`src/rtl/alu_muldiv_seq_if.sv`:
```
// alu_muldiv_seq_if: bundle between the EX stage and the iterative MUL/DIV
// sequencer.
//   master : EX-stage side. Drives the request, flush, result_ready and the
//            shared ALU's result/carry. Receives the handshake, result and
//            ALU operand/control overrides.
//   slave  : the sequencer.
interface alu_muldiv_seq_if #(
    parameter int XLEN = 64
);
    logic            start;
    logic [1:0]      op;
    logic [XLEN-1:0] opa;
    logic [XLEN-1:0] opb;
    logic            flush;
    logic            start_ready;
    logic            busy;
    logic            alu_sel;
    logic [3:0]      seq_alu_control;
    logic [XLEN-1:0] seq_aluin1;
    logic [XLEN-1:0] seq_aluin2;
    logic [XLEN-1:0] alu_result;
    logic            alu_sub_carryout;
    logic [XLEN-1:0] result;
    logic            result_valid;
    logic            result_ready;

    modport master (
        output start, op, opa, opb, flush, result_ready, alu_result, alu_sub_carryout,
        input  start_ready, busy, alu_sel, seq_alu_control, seq_aluin1, seq_aluin2,
               result, result_valid
    );

    modport slave (
        input  start, op, opa, opb, flush, result_ready, alu_result, alu_sub_carryout,
        output start_ready, busy, alu_sel, seq_alu_control, seq_aluin1, seq_aluin2,
               result, result_valid
    );
endinterface

```
`src/rtl/alu_muldiv_seq.sv`:
```
// alu_muldiv_seq: iterative unsigned MUL (low half), DIVU and REMU.
// The block borrows the shared EX-stage ALU for one add or subtract per cycle.
// It does this for XLEN cycles and then presents the result over a
// valid/ready handshake.
//   clk, rst_n : clock, asynchronous active-low reset
//   bus        : request (start/op/opa/opb), flush, and stall (busy).
//                Also carries the ALU override (alu_sel, seq_*), the ALU
//                return (alu_result, alu_sub_carryout) and the result
//                handshake.
module alu_muldiv_seq #(
    parameter int XLEN  = 64,
    parameter int CNT_W = 7
) (
    input logic              clk,
    input logic              rst_n,
    alu_muldiv_seq_if.slave  bus
);
    localparam logic [1:0] OP_MUL  = 2'b00;
    localparam logic [1:0] OP_DIVU = 2'b01;
    localparam logic [1:0] OP_RSVD = 2'b11;
    localparam logic [3:0] ALU_ADD = 4'b0010;
    localparam logic [3:0] ALU_SUB = 4'b0110;

    typedef enum logic [1:0] {S_IDLE, S_BUSY, S_DONE} state_t;

    state_t            state_q, state_d;
    logic [1:0]        op_q, op_d;
    logic [CNT_W-1:0]  cnt_q, cnt_d;
    // Shared datapath registers:
    //   a: acc (MUL) / partial remainder (DIV/REM)
    //   b: mcand (MUL) / dividend shifting into quotient (DIV/REM)
    //   c: mplier (MUL) / divisor (DIV/REM)
    logic [XLEN-1:0]   a_q, a_d, b_q, b_d, c_q, c_d;

    logic [XLEN-1:0]   rem_sh;
    logic              ge;
    logic              is_mul;

    always_comb begin
        rem_sh = {a_q[XLEN-2:0], b_q[XLEN-1]};
        // The bit shifted out of rem makes the shifted value >= any divisor.
        ge     = a_q[XLEN-1] | bus.alu_sub_carryout;
        is_mul = (op_q == OP_MUL);
    end

    // Outputs depend only on registered state.
    always_comb begin
        bus.start_ready     = (state_q == S_IDLE);
        bus.busy            = (state_q == S_BUSY);
        bus.alu_sel         = (state_q == S_BUSY);
        bus.result_valid    = (state_q == S_DONE);
        // The quotient lives in b and everything else in a. Both registers
        // stay frozen outside BUSY, so result holds until the next accept.
        bus.result          = (op_q == OP_DIVU) ? b_q : a_q;
        bus.seq_alu_control = 4'b0000;
        bus.seq_aluin1      = '0;
        bus.seq_aluin2      = '0;
        if (state_q == S_BUSY) begin
            if (is_mul) begin
                bus.seq_alu_control = ALU_ADD;
                bus.seq_aluin1      = a_q;
                bus.seq_aluin2      = c_q[0] ? b_q : '0;
            end else begin
                bus.seq_alu_control = ALU_SUB;
                bus.seq_aluin1      = rem_sh;
                bus.seq_aluin2      = c_q;
            end
        end
    end

    always_comb begin
        state_d = state_q;
        op_d    = op_q;
        cnt_d   = cnt_q;
        a_d     = a_q;
        b_d     = b_q;
        c_d     = c_q;
        if (bus.flush) begin
            state_d = S_IDLE;
        end else begin
            unique case (state_q)
                S_IDLE: begin
                    if (bus.start && bus.op != OP_RSVD) begin
                        op_d  = bus.op;
                        cnt_d = '0;
                        c_d   = bus.opb;
                        if (bus.op != OP_MUL && bus.opb == '0) begin
                            // Divide by zero: quotient all ones, remainder = dividend.
                            a_d     = bus.opa;
                            b_d     = '1;
                            state_d = S_DONE;
                        end else begin
                            a_d     = '0;
                            b_d     = bus.opa;
                            state_d = S_BUSY;
                        end
                    end
                end
                S_BUSY: begin
                    cnt_d = cnt_q + 1'b1;
                    if (is_mul) begin
                        a_d = bus.alu_result;
                        b_d = b_q << 1;
                        c_d = c_q >> 1;
                    end else begin
                        a_d = ge ? bus.alu_result : rem_sh;
                        b_d = {b_q[XLEN-2:0], ge};
                    end
                    if (cnt_q == CNT_W'(XLEN - 1)) state_d = S_DONE;
                end
                S_DONE: begin
                    if (bus.result_ready) state_d = S_IDLE;
                end
                default: state_d = S_IDLE;
            endcase
        end
    end

    always_ff @(posedge clk or negedge rst_n) begin
        if (!rst_n) begin
            state_q <= S_IDLE;
            op_q    <= '0;
            cnt_q   <= '0;
            a_q     <= '0;
            b_q     <= '0;
            c_q     <= '0;
        end else begin
            state_q <= state_d;
            op_q    <= op_d;
            cnt_q   <= cnt_d;
            a_q     <= a_d;
            b_q     <= b_d;
            c_q     <= c_d;
        end
    end
endmodule

```
`src/flat_wrapper.sv`:
```
// flat-port wrapper written by rule: the top's interface ports become plain ports
module alu_muldiv_seq_flat 
#(
    parameter int XLEN  = 64,
    parameter int CNT_W = 7
)
  (clk, rst_n, bus_start, bus_op, bus_opa, bus_opb, bus_flush, bus_result_ready, bus_alu_result, bus_alu_sub_carryout, bus_start_ready, bus_busy, bus_alu_sel, bus_seq_alu_control, bus_seq_aluin1, bus_seq_aluin2, bus_result, bus_result_valid);
  alu_muldiv_seq_if #(.XLEN(XLEN)) bus_i ();
  input logic clk;
  input logic rst_n;
  input wire logic [$bits(bus_i.start)-1:0] bus_start;
  input wire logic [$bits(bus_i.op)-1:0] bus_op;
  input wire logic [$bits(bus_i.opa)-1:0] bus_opa;
  input wire logic [$bits(bus_i.opb)-1:0] bus_opb;
  input wire logic [$bits(bus_i.flush)-1:0] bus_flush;
  input wire logic [$bits(bus_i.result_ready)-1:0] bus_result_ready;
  input wire logic [$bits(bus_i.alu_result)-1:0] bus_alu_result;
  input wire logic [$bits(bus_i.alu_sub_carryout)-1:0] bus_alu_sub_carryout;
  output wire logic [$bits(bus_i.start_ready)-1:0] bus_start_ready;
  output wire logic [$bits(bus_i.busy)-1:0] bus_busy;
  output wire logic [$bits(bus_i.alu_sel)-1:0] bus_alu_sel;
  output wire logic [$bits(bus_i.seq_alu_control)-1:0] bus_seq_alu_control;
  output wire logic [$bits(bus_i.seq_aluin1)-1:0] bus_seq_aluin1;
  output wire logic [$bits(bus_i.seq_aluin2)-1:0] bus_seq_aluin2;
  output wire logic [$bits(bus_i.result)-1:0] bus_result;
  output wire logic [$bits(bus_i.result_valid)-1:0] bus_result_valid;
  assign bus_i.start = bus_start;
  assign bus_i.op = bus_op;
  assign bus_i.opa = bus_opa;
  assign bus_i.opb = bus_opb;
  assign bus_i.flush = bus_flush;
  assign bus_i.result_ready = bus_result_ready;
  assign bus_i.alu_result = bus_alu_result;
  assign bus_i.alu_sub_carryout = bus_alu_sub_carryout;
  assign bus_start_ready = bus_i.start_ready;
  assign bus_busy = bus_i.busy;
  assign bus_alu_sel = bus_i.alu_sel;
  assign bus_seq_alu_control = bus_i.seq_alu_control;
  assign bus_seq_aluin1 = bus_i.seq_aluin1;
  assign bus_seq_aluin2 = bus_i.seq_aluin2;
  assign bus_result = bus_i.result;
  assign bus_result_valid = bus_i.result_valid;
  alu_muldiv_seq #(.XLEN(XLEN), .CNT_W(CNT_W)) u_core (.clk(clk), .rst_n(rst_n), .bus(bus_i));
endmodule
```
`config.mk`:
```
export PLATFORM = sky130hd
export DESIGN_NAME = alu_muldiv_seq_flat
export DESIGN_NICKNAME = d
export VERILOG_FILES = /design/src/rtl/alu_muldiv_seq_if.sv /design/src/rtl/alu_muldiv_seq.sv /design/src/flat_wrapper.sv
export SDC_FILE = /design/constraint.sdc
export NUM_CORES = 1
export LEC_CHECK = 0
export BUFFER_PORTS_ARGS = -buffer_cell sky130_fd_sc_hd__buf_2
export CAP_MARGIN = 25
export CORE_MARGIN = 2
export CORE_UTILIZATION = 50
export CTS_BUF_LIST = sky130_fd_sc_hd__clkbuf_16
export DETAILED_ROUTE_END_ITERATION = 7
export GPL_TIMING_DRIVEN = 1
export PLACE_DENSITY = 0.78
export SYNTH_ARGS = -nofsm -noshare
export SYNTH_HDL_FRONTEND = slang
export SYNTH_SLANG_ARGS = --single-unit
export TNS_END_PERCENT = 5
```
`constraint.sdc`:
```
create_clock -name clk -period 4.95 [get_ports clk]
set_input_delay 0.495 -clock clk [delete_from_list [all_inputs] [get_ports clk]]
set_output_delay 0.495 -clock clk [all_outputs]
set_load 0.005 [all_outputs]
```
==> impl_metrics.toml <==
[pwr]
sequentialPowerShare = 0.411
power.switching_fraction = 0.3407
p_leak_nw = 8.458
post-layout-total-power_mw = 5.748
clock_power_share = 0.319
power-per-cell-area_nw_per_um2 = 367.4
p_sw_mw = 1.958
ir_drop_worst_vdd_mv = 0.2151
share_of_total_power_in_combinational_logic = 0.270
intPower_mw = 3.789

[clock_tree]
cts.sinks = 203
cts_buffers = 22
cts_resized = 0
cts-root-to-sink-buffers = 3
worstSkewPairLatency_ns = 0.51
root_buffer = "sky130_fd_sc_hd__clkbuf_16"
hold_buffers = 0
clock_tree.htree_level_count = 1
cts_post_setup_buffers_inserted = 0
tritoncts = "yes"
path_clk_slew_ns = 0.07

[grt]
pin_count_of_the_biggest_net_entering_global_routing = 119
globalRouteOverflowTotal = 0
grt_pass1_wl_um = 67200
grt_pass1_vias = 11921
grt_antenna_before_repair = 1
grtUsageTotal = 0.3185

[drt]
firstDrtPassIters = 5
routed-via-count = 13174
drc_errors = 0
routed_wire_length_um = 44420
number_of_nets_with_antenna_violations_after_detailed_routing = 0
avgRoutedWirePerCell_um = 20.45
detail_route.iter0.violations = 1272
detail_route.vias_per_cell = 6.065

[placed_design]
gp_congestion = 0.9667
dp_slack_ns = 1.548
postPlaceCellArea_um2 = 14820
place.detailed.hpwl_um = 31310
port-buffer-count = 397

[synthesis]
syn-mean-instance-area_um2 = 8.387
dominantRegCellSynth = "sky130_fd_sc_hd__dfrtp_1"
area_of_the_mapped_netlist_um2 = 12740
seq_area_frac_synth = 0.3987
netlist-cell-type-count = 42
synth_edf_count = 0
synth.yosys.warnings = 0
async_reset_ff_frac = 1.000
synth_seq_cells = 203
syn-instance-count = 1519

[timing]
postLayoutSetupSlackWorst_ns = 1.126
finalCritPeriodShare = 0.7724
finalSetupViolations = 0
relSlewSlack = 0.3089
setup_total_negative_slack_ns = 0
grt_setup_unrepaired = "no"
fin_crit_ns = 3.824
timing_worst_slew_pin_value_ns = 1.034
hold_viol = 0
max_freq_mhz = 261.5
slew_violations = 0
clock-skew-final_ns = 0.02491

[die]
fp.dieW_um = 163.6
fp.dieH_um = 163.6
design.die.area_um2 = 26770
num_rows = 58
core_area_um2 = 25110
io_pins = 400
start_util = 0.5074

[cells_and_area]
synthToLayoutAreaGrowth_pct = 22.82
final_cell_area_um2 = 15650
final_nets = 2026
layout-drive-gt1-share = 0.2906
nFillCells = 2239

[run_status]
status = "finished, final reports clean"

[critical_path]
crit_path_start_kind = "flip-flop"
worst-path-max-fanout = 36
crit_required_ns = 4.45
setup.worst_path.end_class = "output pin"
cp.arrival_ns = 3.33
crit_type = "reg -> out"

[flow_run]
drv_cap = 0

[hold_path]
hp_class = "in -> async"
-- power groups by stage --
| stage | registers [mW] | logic, mW | clock network [mW] |
|---|---|---|---|
| 6_report | 2.36 | 1.55 | 1.83 |
| 5_1_grt | 2.38 | 1.71 | 1.92 |
| 4_1_cts | 2.34 | 1.55 | 1.86 |
| 3_5_place_dp | 2.36 | 1.54 | 0 |
| 3_3_place_gp | 2.37 | 1.50 | 0 |
| 2_1_floorplan | 2.18 | 1.01 | 0 |
-- metal layers --
layer	vias to the layer above	routed length [µm]	track usage
li1	5974	-	-
met1	6223	17590	0.4315
met2	820	20600	0.5115
met3	157	3972	0.03657
met4	0	2248	0.1495
met5	-	0	0
-- sequential cells by signal (all words and copies together), names as in the netlist --
register / count
u_core.c_q: 64
u_core.state_q: 2
u_core.a_q: 64
u_core.op_q: 2
u_core.b_q: 64
u_core.cnt_q: 7
-- layout by cell type, fill, tap and decap left out, types with 2 or more instances in the layout --
cell type and n:
sky130_fd_sc_hd__nand2_1 446, sky130_fd_sc_hd__buf_2 396, sky130_fd_sc_hd__dfrtp_1 203, sky130_fd_sc_hd__o21ai_0 134, sky130_fd_sc_hd__mux2i_1 127, sky130_fd_sc_hd__mux2_2 66, sky130_fd_sc_hd__a21oi_1 65, sky130_fd_sc_hd__a22o_1 64
sky130_fd_sc_hd__o31ai_1 64, sky130_fd_sc_hd__a21o_1 64, sky130_fd_sc_hd__nand3_1 61, sky130_fd_sc_hd__nor4_1 26, sky130_fd_sc_hd__clkbuf_16 23, sky130_fd_sc_hd__buf_4 20, sky130_fd_sc_hd__nor2_1 9, sky130_fd_sc_hd__nand4_1 8
sky130_fd_sc_hd__inv_1 6, sky130_fd_sc_hd__bufinv_16 6, sky130_fd_sc_hd__a211oi_1 5, sky130_fd_sc_hd__xor2_1 5, sky130_fd_sc_hd__clkinv_1 5, sky130_fd_sc_hd__nor4_2 3, sky130_fd_sc_hd__nor2_4 2, sky130_fd_sc_hd__and3_2 2
sky130_fd_sc_hd__nor3_2 2, sky130_fd_sc_hd__o21ai_4 2, sky130_fd_sc_hd__conb_1 2, sky130_fd_sc_hd__clkinv_2 2
-- Yosys cell counts, types with 8 or more instances --
| cell type | instances | share of area |
|---|---|---|
| sky130_fd_sc_hd__nand2_1 | 446 | 0.13 |
| sky130_fd_sc_hd__nand3_1 | 62 | 0.024 |
| sky130_fd_sc_hd__mux2i_1 | 127 | 0.10 |
| sky130_fd_sc_hd__nand4_1 | 8 | 0.0039 |
| sky130_fd_sc_hd__mux2_2 | 66 | 0.058 |
| sky130_fd_sc_hd__nor4_1 | 26 | 0.013 |
| sky130_fd_sc_hd__nor2_1 | 11 | 0.0032 |
| sky130_fd_sc_hd__a21o_1 | 64 | 0.038 |
| sky130_fd_sc_hd__buf_1 | 15 | 0.0044 |
| sky130_fd_sc_hd__a22o_1 | 64 | 0.044 |
| sky130_fd_sc_hd__a21oi_1 | 65 | 0.026 |
| sky130_fd_sc_hd__o31ai_1 | 64 | 0.038 |
| sky130_fd_sc_hd__clkbuf_1 | 94 | 0.028 |
| sky130_fd_sc_hd__buf_2 | 24 | 0.0094 |
| sky130_fd_sc_hd__o21ai_0 | 134 | 0.053 |
| sky130_fd_sc_hd__dfrtp_1 | 203 | 0.40 |
-- kinds of logic (layout without fill, tap and decap cells) --
logic type	Yosys count	count (layout)	share of synthesized area
and+or+nand+nor	570	570	0.1867
AOI/OAI and AO/OA	406	406	0.2069
DFF	203	203	0.3987
muxes	193	193	0.1581
buffers and inverters	140	461	0.04479
xor gates and xnor gates	5	5	0.003437
adders and majority gates	1	1	0.0009820
other	1	3	0.0002944
-- worst max-delay path, cell delays in order, from the launching register on --
cell	delay, ns
sky130_fd_sc_hd__dfrtp_1	0.46
sky130_fd_sc_hd__nor2_4	0.71
sky130_fd_sc_hd__buf_4	0.58
sky130_fd_sc_hd__nor2_4	0.28
sky130_fd_sc_hd__buf_4	0.37
sky130_fd_sc_hd__a22o_1	0.25
sky130_fd_sc_hd__buf_2	0.13
-- final cells by class --
cell class,instances,area (µm²),share of cell area
Sequential cell,203,5080,0.3247
Clock inverter,17,224.0,0.01431
Inverter,3,11.26,0.0007197
Multi-Input combinational cell,1177,7166,0.4580
Tap cell,330,412.9,0.02639
Timing Repair Buffer,418,2175,0.1390
Antenna cell,1,2.502,0.0001599
Clock buffer,23,575.6,0.03679
-- stage by stage --
stage	hold slack (ns)	cells	util
global placement	0.4902	2130	0.5901
finish	0.05637	2172	0.6231
detailed placement	0.4972	2130	0.5901
global route	0.1321	2172	0.6231
floorplan	0.1994	1520	-
CTS	0.09163	2170	0.6219
-- path summary, 6_finish.rpt --
path	startpoint	end	slack, ns	depth (start not counted)
worst min register to register	u_core.c_q[52]$_DFFE_PN0P_	u_core.c_q[52]$_DFFE_PN0P_	0.52	2
worst max-delay path	u_core.op_q[1]$_DFFE_PN0P_	bus_seq_aluin2[25]	1.13	6
worst min-delay path	rst_n	u_core.a_q[44]$_DFFE_PN0P_	0.06	1
min in group clk	bus_flush	u_core.state_q[1]$_DFFE_PN0P_	0.19	2
worst max register to register	u_core.op_q[1]$_DFFE_PN0P_	u_core.c_q[32]$_DFFE_PN0P_	2.09	6
max in group asynchronous	rst_n	u_core.c_q[22]$_DFFE_PN0P_	3.68	2
Note: power is estimated with default switching activity, not from simulation.
